[src/rtl/sdram_pkg.sv]
// Shared command, opcode and FSM state types for the SDRAM command dispatcher.
package sdram_pkg;

    // Command address field is sized for the widest supported ADDR_WIDTH.
    localparam int CMD_ADDR_W = 32;

    localparam logic READ_CMD  = 1'b0;
    localparam logic WRITE_CMD = 1'b1;

    typedef struct packed {
        logic                  rw;
        logic [CMD_ADDR_W-1:0] addr;
        logic                  auto_precharge_en;
    } sdram_cmd_t;

    typedef enum logic [1:0] {
        IDLE    = 2'd0,
        ISSUE   = 2'd1,
        WR_DATA = 2'd2,
        RD_WAIT = 2'd3
    } disp_state_t;

endpackage

[src/rtl/sdram_rd_fifo.sv]
// First-word-fall-through read data FIFO; a push while full is accepted only
// when a pop happens in the same cycle.
module sdram_rd_fifo #(
    parameter int DATA_WIDTH = 16,
    parameter int DEPTH      = 16
) (
    input  logic                       clk,
    input  logic                       rst,
    input  logic                       push,
    input  logic [DATA_WIDTH-1:0]      push_data,
    input  logic                       pop,
    output logic [DATA_WIDTH-1:0]      pop_data,
    output logic                       empty,
    output logic                       full,
    output logic [$clog2(DEPTH+1)-1:0] count
);
    localparam int PW = $clog2(DEPTH);
    localparam int CW = $clog2(DEPTH + 1);

    logic [DATA_WIDTH-1:0] mem_q [DEPTH];
    logic [PW-1:0]         wr_ptr_q;
    logic [PW-1:0]         rd_ptr_q;
    logic [CW-1:0]         count_q;
    logic                  do_pop;
    logic                  do_push;

    assign empty    = (count_q == '0);
    assign full     = (count_q == CW'(DEPTH));
    assign do_pop   = pop && !empty;
    assign do_push  = push && (!full || do_pop);
    assign count    = count_q;
    assign pop_data = empty ? '0 : mem_q[rd_ptr_q];

    always_ff @(posedge clk) begin
        if (do_push) begin
            mem_q[wr_ptr_q] <= push_data;
        end
    end

    // DEPTH is a power of two, so pointers wrap naturally.
    always_ff @(posedge clk) begin
        if (rst) begin
            wr_ptr_q <= '0;
            rd_ptr_q <= '0;
            count_q  <= '0;
        end else begin
            if (do_push) begin
                wr_ptr_q <= wr_ptr_q + PW'(1);
            end
            if (do_pop) begin
                rd_ptr_q <= rd_ptr_q + PW'(1);
            end
            case ({do_push, do_pop})
                2'b10:   count_q <= count_q + CW'(1);
                2'b01:   count_q <= count_q - CW'(1);
                default: count_q <= count_q;
            endcase
        end
    end

endmodule

[src/rtl/sdram_cmd_dispatcher.sv]
// Turns arbiter commands into controller request/ack handshakes and moves the
// burst data. Optional burst statistics ports: SDRAM_DISPATCH_STATS_EN.
module sdram_cmd_dispatcher
    import sdram_pkg::*;
#(
    parameter int ADDR_WIDTH = 24,
    parameter int DATA_WIDTH = 16,
    parameter int BURST_LEN  = 8
) (
    input  logic                  clk,
    input  logic                  rst,
    input  logic                  cmd_valid,
    output logic                  cmd_ready,
    input  sdram_cmd_t            cmd_data,
    input  logic                  wr_data_valid,
    output logic                  wr_data_ready,
    input  logic [DATA_WIDTH-1:0] wr_data,
    output logic                  ctrl_req,
    input  logic                  ctrl_ack,
    output logic                  ctrl_rw,
    output logic [ADDR_WIDTH-1:0] ctrl_addr,
    output logic                  ctrl_ap,
    input  logic                  ctrl_wdata_req,
    output logic [DATA_WIDTH-1:0] ctrl_wdata,
    input  logic                  ctrl_rdata_valid,
    input  logic [DATA_WIDTH-1:0] ctrl_rdata,
    output logic                  rd_data_valid,
    input  logic                  rd_data_ready,
    output logic [DATA_WIDTH-1:0] rd_data,
    output logic                  rd_last,
    output logic                  busy,
    output logic [1:0]            err,
    output disp_state_t           dbg_state
`ifdef SDRAM_DISPATCH_STATS_EN
    ,
    output logic [31:0]           stat_rd_bursts,
    output logic [31:0]           stat_wr_bursts
`endif
);
    // Handshakes: a transfer happens on a rising edge where valid && ready;
    // valid never waits on ready, and the controller read stream has no ready.
    localparam int DEPTH = 2 * BURST_LEN;
    localparam int BW    = $clog2(BURST_LEN);
    localparam int CW    = $clog2(DEPTH + 1);

    disp_state_t           state_q;
    logic [BW-1:0]         beat_q;
    logic [BW-1:0]         pop_cnt_q;
    logic [1:0]            err_q;
    logic                  ctrl_req_q;
    logic                  ctrl_rw_q;
    logic [ADDR_WIDTH-1:0] ctrl_addr_q;
    logic                  ctrl_ap_q;

    logic [CW-1:0] fifo_count;
    logic [CW-1:0] fifo_free;
    logic          fifo_empty;
    logic          fifo_full;
    logic          fifo_push;
    logic          fifo_pop;
    logic          in_wr;
    logic          in_rd;
    logic          last_beat;
    logic          cmd_fire;
    logic          unused_addr_bits;

    assign unused_addr_bits = ^cmd_data.addr;

    assign in_wr     = (state_q == WR_DATA);
    assign in_rd     = (state_q == RD_WAIT);
    assign last_beat = (beat_q == BW'(BURST_LEN - 1));
    assign fifo_free = CW'(DEPTH) - fifo_count;

    // Reads are only admitted when a whole burst is guaranteed to fit.
    assign cmd_ready = !rst && (state_q == IDLE) &&
                       (cmd_data.rw == WRITE_CMD || fifo_free >= CW'(BURST_LEN));
    assign cmd_fire  = cmd_valid && cmd_ready;

    assign wr_data_ready = in_wr && ctrl_wdata_req;
    assign ctrl_wdata    = (in_wr && wr_data_valid) ? wr_data : '0;

    assign rd_data_valid = !fifo_empty;
    assign fifo_pop      = rd_data_valid && rd_data_ready;
    assign fifo_push     = in_rd && ctrl_rdata_valid && (!fifo_full || fifo_pop);
    assign rd_last       = rd_data_valid && (pop_cnt_q == BW'(BURST_LEN - 1));

    assign ctrl_req  = ctrl_req_q;
    assign ctrl_rw   = ctrl_rw_q;
    assign ctrl_addr = ctrl_addr_q;
    assign ctrl_ap   = ctrl_ap_q;
    assign busy      = (state_q != IDLE);
    assign err       = err_q;
    assign dbg_state = state_q;

    sdram_rd_fifo #(
        .DATA_WIDTH (DATA_WIDTH),
        .DEPTH      (DEPTH)
    ) u_rd_fifo (
        .clk       (clk),
        .rst       (rst),
        .push      (fifo_push),
        .push_data (ctrl_rdata),
        .pop       (fifo_pop),
        .pop_data  (rd_data),
        .empty     (fifo_empty),
        .full      (fifo_full),
        .count     (fifo_count)
    );

    always_ff @(posedge clk) begin
        if (rst) begin
            state_q     <= IDLE;
            beat_q      <= '0;
            pop_cnt_q   <= '0;
            err_q       <= '0;
            ctrl_req_q  <= 1'b0;
            ctrl_rw_q   <= READ_CMD;
            ctrl_addr_q <= '0;
            ctrl_ap_q   <= 1'b0;
        end else begin
            if (fifo_pop) begin
                pop_cnt_q <= pop_cnt_q + BW'(1);
            end
            if (ctrl_rdata_valid && !fifo_push) begin
                err_q[1] <= 1'b1;
            end
            case (state_q)
                IDLE: begin
                    if (cmd_fire) begin
                        ctrl_rw_q   <= cmd_data.rw;
                        ctrl_addr_q <= cmd_data.addr[ADDR_WIDTH-1:0];
                        ctrl_ap_q   <= cmd_data.auto_precharge_en;
                        ctrl_req_q  <= 1'b1;
                        state_q     <= ISSUE;
                    end
                end
                ISSUE: begin
                    if (ctrl_ack) begin
                        ctrl_req_q <= 1'b0;
                        beat_q     <= '0;
                        state_q    <= (ctrl_rw_q == WRITE_CMD) ? WR_DATA : RD_WAIT;
                    end
                end
                WR_DATA: begin
                    // An underrun beat still counts so the burst stays framed.
                    if (ctrl_wdata_req) begin
                        if (!wr_data_valid) begin
                            err_q[0] <= 1'b1;
                        end
                        beat_q <= beat_q + BW'(1);
                        if (last_beat) begin
                            state_q <= IDLE;
                        end
                    end
                end
                RD_WAIT: begin
                    if (ctrl_rdata_valid) begin
                        beat_q <= beat_q + BW'(1);
                        if (last_beat) begin
                            state_q <= IDLE;
                        end
                    end
                end
                default: state_q <= IDLE;
            endcase
        end
    end

`ifdef SDRAM_DISPATCH_STATS_EN
    logic [31:0] stat_rd_q;
    logic [31:0] stat_wr_q;

    always_ff @(posedge clk) begin
        if (rst) begin
            stat_rd_q <= '0;
            stat_wr_q <= '0;
        end else begin
            if (in_rd && ctrl_rdata_valid && last_beat && stat_rd_q != '1) begin
                stat_rd_q <= stat_rd_q + 32'd1;
            end
            if (in_wr && ctrl_wdata_req && last_beat && stat_wr_q != '1) begin
                stat_wr_q <= stat_wr_q + 32'd1;
            end
        end
    end

    assign stat_rd_bursts = stat_rd_q;
    assign stat_wr_bursts = stat_wr_q;
`endif

endmodule

[config.mk]
export PLATFORM = sky130hd
export DESIGN_NAME = sdram_cmd_dispatcher
export DESIGN_NICKNAME = d
export VERILOG_FILES = /design/src/rtl/sdram_pkg.sv /design/src/rtl/sdram_rd_fifo.sv /design/src/rtl/sdram_cmd_dispatcher.sv
export SDC_FILE = /design/constraint.sdc
export NUM_CORES = 1
export LEC_CHECK = 0
export CORE_ASPECT_RATIO = 0.7
export CORE_MARGIN = 5
export CORE_UTILIZATION = 25
export CTS_BUF_LIST = sky130_fd_sc_hd__clkbuf_8
export DETAILED_ROUTE_END_ITERATION = 8
export HOLD_SLACK_MARGIN = 0.08
export SLEW_MARGIN = 20
export SYNTH_ARGS = -nofsm -noshare
export SYNTH_HDL_FRONTEND = slang
export SYNTH_SLANG_ARGS = --single-unit
[constraint.sdc]
create_clock -name clk -period 4.3 [get_ports clk]
set_input_delay 0.86 -clock clk [delete_from_list [all_inputs] [get_ports clk]]
set_output_delay 0.86 -clock clk [all_outputs]
set_load 0.05 [all_outputs]
# After elaboration in Yosys (flattened, before gate mapping)
# Memory sizes are Yosys's and may differ from the RTL's. A register that Yosys moved wholly into a read port is not among the register bits.
# Cells that the tools add are included.
# totals
word_cells	85
memories	1
reg_bits	50
in_bits	74
output_inout_bits	68
ramBits	256
# mem_list
name	words	width	read_ports	rd_clocked_by_memory_dff	write_ports	line	source
u_rd_fifo.mem_q	16	16	1	1	1	sdram_rd_fifo.sv:20	logic [DATA_WIDTH-1:0] mem_q [DEPTH];
# classes
addsub	7
reduce_logical	30
bitwise	1
muxes	21
eq_ne	12
order_cmp	1
# op_table
op	count
$mux 16	2
$logic_and 1x1->1	12
$mux 2	5
$pmux 5 s2	1
$mux 3	3
$pmux 3 s3	1
$add 4x1->4 const B	2
$mux 4	2
$ne 2x2->1 const B	4
$pmux 2 s4	1
$reduce_and 4->1	2
$add 3x1->3 const B	2
$eq 2x2->1 const B	3
$eq 3x3->1 const B	2
$reduce_and 3->1	2
$reduce_bool 2->1	3
$add 5x1->5 const B	1
$eq 5x5->1 const B	1
$ge 5x4->1 const B	1
$logic_not 5->1	1
$mux 1	5
$sub 5x1->5 const B	1
$sub 5x5->5 const A	1
$eq 2x1->1 const B	2
7 further kinds	12

# Logic depth before layout (Yosys ltp)
# depth
depth_word	8
ltp_mapped	15
ltp_nobuf	12

# By module
# Synthesis repeated with hierarchy kept, for this count alone.
# hier_totals
cells_unflattened	738
area_unflattened_um2	12707.2
# by_module_without_submodules
module	area_per_inst_um2	instances	cells_per_inst	seq_area_each_um2
sdram_rd_fifo	10840.4	1	535	8027.7
sdram_cmd_dispatcher	1866.8	1	203	740.7

# Worst setup path after synthesis
# OpenSTA, ideal clock, no wires.
# synth_path
path_type	register to register
from	register u_rd_fifo.count_q[1] (netlist: u_rd_fifo.count[1])
to	register u_rd_fifo.count_q[4] (netlist: u_rd_fifo.count[4])
arrival_ps	3274
path_stages_with_launch	15
setup_time_ps	123
slack_ps	903
required_ps	4177
path_cell_list	dfxtp_1 -> buf_6 -> nor4_4 -> ha_1 -> nand2b_1 -> clkbuf_1 -> clkinv_1 -> ha_1 -> clkbuf_2 -> xor2_1 -> ha_1 -> a21oi_1 -> or3b_1 -> a31oi_1 -> mux2_1
# synth_via
elab_chain_len	8
elab_cells_between_ends	16
cone_classes	add/sub (2); eq/ne (3); mux (1); reduce/logical (10)
# synth_lines
item	line	source
start: declaration	sdram_rd_fifo.sv:23	logic [CW-1:0] count_q;
start signal: assignment	sdram_rd_fifo.sv:54	2'b10: count_q <= count_q + CW'(1);
start signal: assignment	sdram_rd_fifo.sv:55	2'b01: count_q <= count_q - CW'(1);
start signal: assignment	sdram_rd_fifo.sv:56	default: count_q <= count_q;
$logic_not 5->1 *	sdram_rd_fifo.sv:27	assign empty = (count_q == '0);
$logic_not 1->1 *	sdram_cmd_dispatcher.sv:82	assign rd_data_valid = !fifo_empty;
$logic_and 1x1->1 *	sdram_cmd_dispatcher.sv:83	assign fifo_pop = rd_data_valid && rd_data_ready;
via fifo_pop	sdram_cmd_dispatcher.sv:60	logic fifo_pop;
$logic_or 1x1->1 / $logic_and 1x1->1 (equally long branches)	sdram_cmd_dispatcher.sv:84, sdram_rd_fifo.sv:29	
$logic_and 1x1->1 / $logic_or 1x1->1 (equally long branches)	sdram_cmd_dispatcher.sv:84, sdram_rd_fifo.sv:30	
$logic_and 1x1->1	sdram_rd_fifo.sv:30	assign do_push = push && (!full || do_pop);
$eq 2x1->1 / $eq 2x2->1 (equally long branches)	sdram_rd_fifo.sv:53	case ({do_push, do_pop})
$pmux 5 s2 / $reduce_bool 2->1 (equally long branches)	n/a	
# The timed path passes the listed nets; every way through them passes the cells marked *.
# A chain may end at the register's enable or synchronous reset.

# Final worst setup path
# layout_path
from	register u_rd_fifo.count_q[1] (netlist: u_rd_fifo.count[1])
to	output rd_data[5]
# layout_via
elab_chain_len	2
# layout_lines
item	line	source
$logic_not 5->1	sdram_rd_fifo.sv:27	
$mux 16	sdram_rd_fifo.sv:32	assign pop_data = empty ? '0 : mem_q[rd_ptr_q];
end: declaration	sdram_cmd_dispatcher.sv:29	output logic [DATA_WIDTH-1:0] rd_data,
# No other way between the ends.

==> results.md <==
* Die Area at 54480 µm²
* TritonCTS buffer count at 50
* Crit end category: output pin
* Initial DRC count at around 630
* Port bufs at 133
* DRC viols at 0
* CTS tree: done
* Cell Area, Synth at 12460 µm²
* Height of the chip at 196.8 µm
* Achievable clock frequency at roughly 0.25 GHz
* Dominant synthesized flop cell: edfxtp_1
* Routed via count at roughly 7400
* Post-synthesis cell type count at 52
* CTS max path bufs at 3
* H-tree depth at 2
* Slew Limit Fails at 0
* Nets at 1040
* First-pass GRT wire length at 46.84 mm
* Commonest non-fill, non-tap cell in the layout: edfxtp_1
* Hold Path Origin: pop_cnt_q[2]
* RSZ-0062 raised after global routing: false
* Wire per inst at 18.58 µm
* Finished Core Util at 31.63%
* Skew-Pair Late Insertion Delay at 0.59 ns
* Clock Tree Root: clkbuf_8
* Status: complete, no violations
* Relative slew slack at 47.00%
* Average size of a mapped cell at about 16 µm²
* Launch point of the worst reg-to-reg path: u_rd_fifo.count[1]
* Fin. Hold Viols at 0
* Die X-Extent at 276.8 µm
* Post-CTS setup buffers at 0
* Ys async rst share at 0%
* Minimum clock period at 3.959 ns
* Post-cts hold buffer count at 0
* Max VDD drop at 0.2138 mV
* Sink Count at slightly above 300
* Maxcap violations at 0
* Fin Clk Skew at about 0.023 ns
* Slew @ Worst Pin at 0.7950 ns
* Vias per cell at 4.471
* Pre-Repair DR Iteration Count at 5
* Setup TNS at 0 ns
* Post_cts resized at 0
* Std cell rows at 68
* Hold Path Class: reg -> reg
* Crit start category: flip-flop
* Critical Path RT at 3.44 ns
* Met3 usage at 2.451%
* Area Overhead vs Synth at 25.05%
* Synth warnings at 0
* Seq/Total Area, Yosys at 70.37%
* I/O Pins at 142
* Met1 Track Usage GR at 15.89%
* Worst-path clk slew at 0.06 ns
* Cell count of the worst reg-to-reg path at 12
* Antenna Nets Post-Route at 0
* CP startpoint: u_rd_fifo.count[1]
* Gr busiest metal: met2
* Core Box Area at about 49000 µm²
* Post-Route WL at between 30 and 40 mm
* Worst path arrival time at 3.10 ns
* Initial core utilization at about 25%
* Mapped Cells at ~800
* GP Congestion at between 0.7 and 0.8
* Vias in the first global route at roughly 7600
* Worst Path Max Fanout at 9
* DP HPWL at 19.27 mm
* Crit path kind: reg -> out
* Fin crit share at 92.06%
* M2 GR Usage at 16.69%
* EDFF count, synth at 256
* Pwr dens at slightly below 400 nW/µm²
* Most frequent cells in the layout: edfxtp_1 (256), clkdlybuf4s50_1 (101), mux2i_1 (72)
* Largest net degree at the start of global routing at 49
* Syn nets at 867
* GR Util All Layers at 11.02%
* Final setup violating endpoints at 0
* Initial antenna violation count at 1
* Leakage at 5.087 nW
* Share of cells above drive strength 1 at 19.33%
* Number of synthesized register bits at between 300 and 400
* GRT overflow at 0
* Hold Crit Depth at 2
-- logic make-up after synthesis --
kind of cell	after synthesis	share of synthesized area (%)
buffers and inverters	59	2.149
adder cells (fa/ha/maj)	14	1.406
XOR/XNOR	10	0.7028
AO/OA/AOI/OAI	112	6.718
AND/OR/NAND/NOR	166	6.728
flip-flops	310	70.37
multiplexers	108	11.93
-- path summary, 6_finish.rpt --
path,endpoint,slack (ns)
hold / removal,pop_cnt_q[2],0.46
hold reg to reg,pop_cnt_q[2],0.46
setup / recovery,rd_data[5],0.34
setup reg to reg,u_rd_fifo.count[4],0.62
-- cell usage after synthesis, types with 6 or more instances --
master	number	area share [%]
nor2_1	34	1.0
a311oi_1	10	0.70
mux2i_1	72	5.8
clkbuf_1	21	0.63
o2111ai_1	10	0.70
a21oi_1	22	0.88
a31o_1	25	1.8
nor3_1	6	0.24
and3_1	26	1.3
edfxtp_1	256	62
o21ai_0	8	0.32
mux4_2	32	5.8
buf_2	15	0.60
dfxtp_1	54	8.7
inv_1	9	0.27
nor2b_1	7	0.35
and2_1	19	0.95
xor2_1	6	0.42
a22oi_1	20	1.2
nand2_1	51	1.5
ha_1	14	1.4
nand3_1	8	0.32
-- report_power, final --
group          leakage [nW]  switching (W)  total (W)  internal [W]
Combinational          1.84       0.000296   0.000488      0.000192
Clock                 0.507        0.00118    0.00234       0.00116
Sequential             2.74      0.0000258    0.00330       0.00328
Total                  5.09        0.00150    0.00613       0.00463
-- sequential cells by signal, summed over array words and instances (netlist names), 2 cells and up, named ones only --
signal              cells
dbg_state               2
pop_cnt_q               3
ctrl_addr              24
u_rd_fifo.rd_ptr_q      4
u_rd_fifo.count         5
beat_q                  3
u_rd_fifo.wr_ptr_q      4
err                     2
u_rd_fifo.mem_q       256
-- layer usage --
layer / up-vias / routed length, µm
met4: 0 / 668
met5: - / 0
li1: 3387 / -
met2: 183 / 13860
met3: 49 / 1620
met1: 3776 / 14590
-- worst max-delay path: stages (launching register included) --
cell	delay [ns]
dfxtp_1	0.52
nor4_4	0.12
ha_1	0.30
nor2_1	0.50
buf_4	0.31
nand2_1	0.08
a21oi_1	0.37
buf_4	0.29
-- metrics by stage --
stage,instances,worst slack [ns],total power [W],cell area (µm²),hold WS [ns]
finish,1654,0.3413,0.006132,15580,0.4646
floorplan,779,0.9027,0.003652,12460,0.4400
global placement,1565,0.5871,0.003852,14670,0.4467
CTS,1653,0.07955,0.006225,15570,0.4667
global route,1654,0.1594,0.006402,15580,0.4897
detailed placement,1565,0.5773,0.003858,14670,0.4576
-- layout make-up --
| type | instances | area, µm² |
|---|---|---|
| fill | 4850 | 33680 |
| tap | 665 | 832.0 |
| sequential | 310 | 8773 |
| antenna | 1 | 2.502 |
| clock inverter | 38 | 220.2 |
| multi-input combinational | 410 | 3482 |
| inverter | 12 | 45.04 |
| clock buffer | 50 | 688.2 |
| timing repair buffer | 168 | 1539 |
No activity file was read; power rests on OpenSTA's default activity.
